===== src/rtl/serial_shift_ctrl_pkg.sv =====
// Shared encodings and default sizing for the serial shift controller.
package serial_shift_ctrl_pkg;

    typedef enum logic [1:0] {
        ST_IDLE  = 2'b00,
        ST_SHIFT = 2'b01,
        ST_DONE  = 2'b10
    } state_t;

    localparam int DEF_WIDTH = 8;
    localparam int DEF_CNT_W = 3;

endpackage


===== src/rtl/serial_shift_ctrl_bit_cnt.sv =====
// Bit counter for the shift controller: sync zero wins over inc, flags the last bit position.
module shift_bit_cnt
    import serial_shift_ctrl_pkg::*;
#(
    parameter int WIDTH = DEF_WIDTH,
    parameter int CNT_W = DEF_CNT_W
) (
    input  logic clk,
    input  logic clear,
    input  logic inc,
    input  logic zero,
    output logic at_last
);

    logic [CNT_W-1:0] cnt;

    always_ff @(posedge clk or posedge clear) begin
        if (clear)
            cnt <= '0;
        else if (zero)
            cnt <= '0;
        else if (inc)
            cnt <= cnt + 1'b1;
    end

    assign at_last = (cnt == CNT_W'(WIDTH - 1));

endmodule


===== src/rtl/serial_shift_ctrl.sv =====
// Serialises WIDTH-bit words accepted on a valid/ready handshake, one bit per
// unheld cycle, followed by a single-cycle done pulse.
module serial_shift_ctrl
    import serial_shift_ctrl_pkg::*;
#(
    parameter int WIDTH     = DEF_WIDTH,
    parameter int CNT_W     = DEF_CNT_W,
    parameter bit MSB_FIRST = 1'b1
) (
    input  logic             clk,
    input  logic             clear,
    input  logic             in_valid,
    output logic             in_ready,
    input  logic [WIDTH-1:0] in_data,
    input  logic             hold,
    output logic             sout,
    output logic             sout_valid,
    output logic             busy,
    output logic             done
);

    state_t           state;
    logic [WIDTH-1:0] shreg;
    logic             step;
    logic             load;
    logic             at_last;

    assign step = (state == ST_SHIFT) & ~hold;
    assign load = (state == ST_IDLE) & in_valid;

    shift_bit_cnt #(
        .WIDTH (WIDTH),
        .CNT_W (CNT_W)
    ) u_cnt (
        .clk     (clk),
        .clear   (clear),
        .inc     (step),
        .zero    (load | (step & at_last)),
        .at_last (at_last)
    );

    always_ff @(posedge clk or posedge clear) begin
        if (clear) begin
            state <= ST_IDLE;
            shreg <= '0;
        end else begin
            case (state)
                ST_IDLE: begin
                    if (in_valid) begin
                        shreg <= in_data;
                        state <= ST_SHIFT;
                    end
                end
                ST_SHIFT: begin
                    if (!hold) begin
                        // Shift toward the output end, zero-filling behind.
                        if (MSB_FIRST)
                            shreg <= {shreg[WIDTH-2:0], 1'b0};
                        else
                            shreg <= {1'b0, shreg[WIDTH-1:1]};
                        if (at_last)
                            state <= ST_DONE;
                    end
                end
                ST_DONE:  state <= ST_IDLE;
                default:  state <= ST_IDLE;
            endcase
        end
    end

    assign in_ready   = (state == ST_IDLE) & ~clear;
    assign sout       = MSB_FIRST ? shreg[WIDTH-1] : shreg[0];
    assign sout_valid = (state == ST_SHIFT) & ~hold;
    assign busy       = (state != ST_IDLE);
    assign done       = (state == ST_DONE);

endmodule

===== config.mk =====
export PLATFORM = sky130hd
export DESIGN_NAME = serial_shift_ctrl
export DESIGN_NICKNAME = d
export VERILOG_FILES = /design/src/rtl/serial_shift_ctrl_pkg.sv /design/src/rtl/serial_shift_ctrl_bit_cnt.sv /design/src/rtl/serial_shift_ctrl.sv
export SDC_FILE = /design/constraint.sdc
export NUM_CORES = 1
export LEC_CHECK = 0
export ABC_AREA = 1
export BUFFER_PORTS_ARGS = -buffer_cell sky130_fd_sc_hd__buf_4
export CORE_MARGIN = 10
export CORE_UTILIZATION = 40
export CTS_CLUSTER_SIZE = 28
export DETAILED_ROUTE_END_ITERATION = 12
export MAX_ROUTING_LAYER = met4
export REMOVE_ABC_BUFFERS = 1
export SLEW_MARGIN = 20
export SYNTH_ARGS = -nofsm -noshare
export SYNTH_HDL_FRONTEND = slang
export SYNTH_HIERARCHICAL = 1
export SYNTH_SLANG_ARGS = --single-unit

===== constraint.sdc =====
create_clock -name clk -period 1.6 [get_ports clk]
set_clock_uncertainty 0.2 [all_clocks]
set_input_delay 0.16 -clock clk [delete_from_list [all_inputs] [get_ports clk]]
set_output_delay 0.16 -clock clk [all_outputs]
set_load 0.1 [all_outputs]

# --- After elaboration in Yosys (flattened, before gate mapping) ---
# Cells that the tools add are included.
totals:
  regBits: 13
  in_bits: 12
  out_inout_bits: 5
  elab_cells: 32
op_classes:
  add_sub_neg: 1
  eq_ne: 6
  n_mux: 9
  n_bitwise: 7
  reduce_logical: 6
op_table:
  columns: ["cell", "n"]
  rows:
  - ["2-to-1 mux 8 bit", 2]
  - ["one-hot mux 8 bit (2 select lines)", 1]
  - ["2-to-1 mux 2 bit", 3]
  - ["2-to-1 mux 3 bit", 2]
  - ["!= test 2 bit (second input constant)", 3]
  - ["AND reduction 3 bit", 2]
  - ["nonzero test 2 bit", 3]
  - ["AND 1 bit", 4]
  - ["one-hot mux 2 bit (2 select lines)", 1]
  - ["adder 3 x 1 -> 3 bit (second input constant)", 1]
  - ["equality test 3 bit (second input constant)", 1]
  - ["equality test 2 x 1 -> 1 bit (second input constant)", 1]
  - ["equality test 2 bit (second input constant)", 1]
  - ["zero test 2 bit", 1]
  - ["NOT 1 bit", 2]
  - ["OR 1 bit", 1]

# --- Longest topological paths before layout ---
logic_depth:
  depth_word: 5
  depth_mapped: 7

# --- Hierarchy ---
# Netlist, hierarchy kept.
by_module_without_submodules:
  columns: ["mod", "n_inst", "cells_per_inst", "area_per_inst_um2", "seq_area_each_um2"]
  rows:
  - ["serial_shift_ctrl", 1, 75, 531.8, 250.2]
  - ["shift_bit_cnt", 1, 18, 155.1, 75.1]

# --- Least setup slack after synthesis ---
# OpenSTA, ideal clock, no wires.
synth_timing:
  path_type: "register to output"
  start: "reg state[1]"
  end: "out in_ready"
  t_arrival_ps: 2346
  path_slack_ps: -1106
  stages_incl_launch_ff: 4
  n_path_buf: 0
  path_cell_list: "dfrtp_1 > nor2_1 > inv_1 > nor2_1"
synth_via:
  elab_chain_len: 2
synth_lines:
  columns: ["item", "line", "source"]
  rows:
  - ["start, declared", "serial_shift_ctrl.sv:22", "state_t state;"]
  - ["start signal, assigned", "serial_shift_ctrl.sv:44", "state <= ST_IDLE;"]
  - ["start signal, assigned", "serial_shift_ctrl.sv:51", "state <= ST_SHIFT;"]
  - ["start signal, assigned", "serial_shift_ctrl.sv:62", "state <= ST_DONE;"]
  - ["zero test 2 bit", "serial_shift_ctrl.sv:71", "assign in_ready = (state == ST_IDLE) & ~clear;"]
  - ["AND 1 bit", "serial_shift_ctrl.sv:71", null]
  - ["end, declared", "serial_shift_ctrl.sv:13", "output logic in_ready,"]
# Every way passes these cells.

# --- Final worst setup path ---
layout_timing:
  start: "reg state[0]"
  end: "out in_ready"
# The elaborated chain is that of the path after synthesis.

==> impl_metrics.json <==
{
  "status": "finished, violations left",
  "violations": "hold timing",
  "crit_type": "flop to output port",
  "antenna_found_initial": 0,
  "async_reset_ff_share_pct": 100,
  "clock-sinks": 13,
  "seqCellArea_um2": 327,
  "antenna_cells": 0,
  "rsz0062_at_grt": "true",
  "grt_pass1_wl_um": 3240,
  "required_ns": 1.24,
  "dieHeight_um": 61.4,
  "grt_pass1_vias": 773,
  "clk_latency_ns": 0.27,
  "drt-wirelength-per-cell_um": 12.5,
  "crit_path_frequent_cell": "nor2_2",
  "synth_area_leaders": "dfrtp_1, nand2_1, nand3_1",
  "wl_um": 1810,
  "yosysTopAreaCell": "dfrtp_1",
  "ys_ff_latch": 13,
  "rows": 14,
  "grt.overflow.total": 0,
  "holdWs_ns": -0.00191,
  "arrival_ns": 1.21,
  "n_fill_cell": 134,
  "io_buffers": 16,
  "synth.most_common_cell": "nand2_1",
  "dp.cells": 127,
  "slew_violations": 0,
  "start_util_pct": 44.1,
  "crit_fanout": 3,
  "drive_gt1_share_pct": 27.1,
  "grt.total_usage_pct": 11.6,
  "dp_hpwl_um": 1220,
  "syn2layout_area_growth_pct": 55.6,
  "syn_area_um2": 687,
  "dieWidth_um": 61.4,
  "synth.distinct_cells": 12,
  "syn_inst": 93,
  "dr.first_iter.drc_count": 23,
  "yosysTopAreaCellShare_pct": 47.4,
  "cp-start-kind": "flop",
  "peakVddDrop_uv": 1110,
  "path_cells": "nor2_2 -> inv_1 -> nor2_2 -> buf_12",
  "via_per_inst": 4.92,
  "slowest_delay_ns": 0.42,
  "place.gp.congestion": 0.899,
  "power_w": 0.00172,
  "coreArea_um2": 1560,
  "min_period_over_period_pct": 98.1,
  "cts_made_buffers": 3,
  "fp.dieArea_um2": 3770,
  "htreeDepth": 1,
  "drc": 0,
  "syn_area_per_cell_um2": 7.39,
  "cp_slowest_cell": "dfrtp_2",
  "grt_max_degree": 11,
  "worstHoldPathType": "input pin to flop",
  "crit_path_end_kind": "output port",
  "synth_edf_count": 0,
  "hold_violations": 1,
  "setup_violations": 0,
  "power_density_nw_per_um2": 1610,
  "ioPinCount": 17,
  "clk_pin_slew_ns": 0.08,
  "synthFlopType": "dfrtp_1",
  "cts_root_buffer": "clkbuf_4",
  "fmax_ghz": 0.637,
  "p_leak_nw": 0.584,
  "antenna_left": 0,
  "final_net_count": 144,
  "period_minus_slack_ns": 1.57,
  "ys_seq_area_share_pct": 47.4,
  "layout.cells.non_filler": 145,
  "synth_commonest_cells": "nand2_1, nand3_1, dfrtp_1",
  "synth_warnings": 6,
  "worstMarginPinSlew_ns": 0.419,
  "clock_path_buffers": 2,
  "maxSlewHeadroom_pct": 72.0,
  "multiInputGateArea_um2": 328,
  "vias": 713,
  "cts_tree": "done",
  "max-cap-violations": 0,
  "drtPass1Iterations": 4
}
-- what timing repair did --
item                                    in CTS  in global routing
resized for setup                            9                 10
hold buffers                                11                  0
buffers inserted                             1                  2
endpoints found under the setup margin       3                 10
pin swaps                                    1                  0
endpoints found under the hold margin       22                  0
-- cells in the final DEF, fill, tap and decap left out, types with 2 or more instances in the layout --
cell,count
nand2_1,38
buf_4,20
nand3_1,19
dfrtp_1,12
dlygate4sd3_1,11
inv_1,7
nor2_2,3
clkbuf_4,3
buf_12,3
nor2_1,2
ha_1,2
-- through the flow --
step | setup TNS (ns) | worst slack (ns) | util [%] | instance area, um^2
finish | 0 | 0.0300 | 68.5 | 1070
global route | -0.293 | -0.0566 | 68.5 | 1070
CTS | 0 | 0.000507 | 65.2 | 1020
detailed placement | 0 | 0.0712 | 54.2 | 845
global placement | 0 | 0.0901 | 54.2 | 845
floorplan | -2.83 | -1.21 | - | 667
-- critical path: cells and delay by family, from the launching register on --
| kind | cells | cell delay, ns |
|---|---|---|
| buffers and inverters | 2 | 0.26 |
| DFF | 1 | 0.42 |
| and+or+nand+nor | 2 | 0.25 |
-- layer usage --
layer | up-vias | wire length (um) | track usage [%] | part of all wire, %
li1 | 366 | - | - | -
met1 | 318 | 851 | 12.9 | 47
met2 | 23 | 795 | 18.6 | 44
met3 | 6 | 107 | 4.32 | 5.9
met4 | 0 | 55 | 4.46 | 3.0
met5 | - | 0 | - | 0
-- state kept, by name, indices dropped and copies added, names as in the netlist --
register   count
shreg          8
state          2
u_cnt/cnt      3
-- cell type report --
cell class	instances	share of cell area, %
inverters	9	3.40
clock buffers	4	2.46
repair buffers	35	31.0
multi-input cells	68	30.7
flip-flops and latches	13	30.6
well taps	16	1.87
-- report_power, final --
part | leakage [nW] | switching, W | internal [W]
Clock | 0.0150 | 0.000105 | 0.0000966
Sequential | 0.167 | 0.0000840 | 0.000466
Combinational | 0.402 | 0.000620 | 0.000349
-- path summary, 6_finish.rpt --
kind                         startpoint            to  slack (ns)  depth (start not counted)
max                            state[0]      in_ready        0.03                          4
min                                hold      state[1]      -0.002                          4
max reg2reg                u_cnt/cnt[0]  u_cnt/cnt[0]        0.05                          7
min reg2reg                u_cnt/cnt[2]  u_cnt/cnt[2]        0.31                          2
max in group asynchronous         clear      state[0]        0.64                          3
min in group asynchronous         clear  u_cnt/cnt[0]        0.13                          3
-- logic make-up (layout without fill, tap and decap cells) --
logic type / count (synthesis) / count (layout) / share of synthesized area, %
AOI/OAI and AO/OA: 2 / 2 / 1.46
adders and majority gates: 2 / 2 / 3.64
buffers and inverters: 12 / 48 / 7.83
DFF: 13 / 13 / 47.4
and+or+nand+nor: 64 / 64 / 39.7
Power figures use the tool's default switching activity.
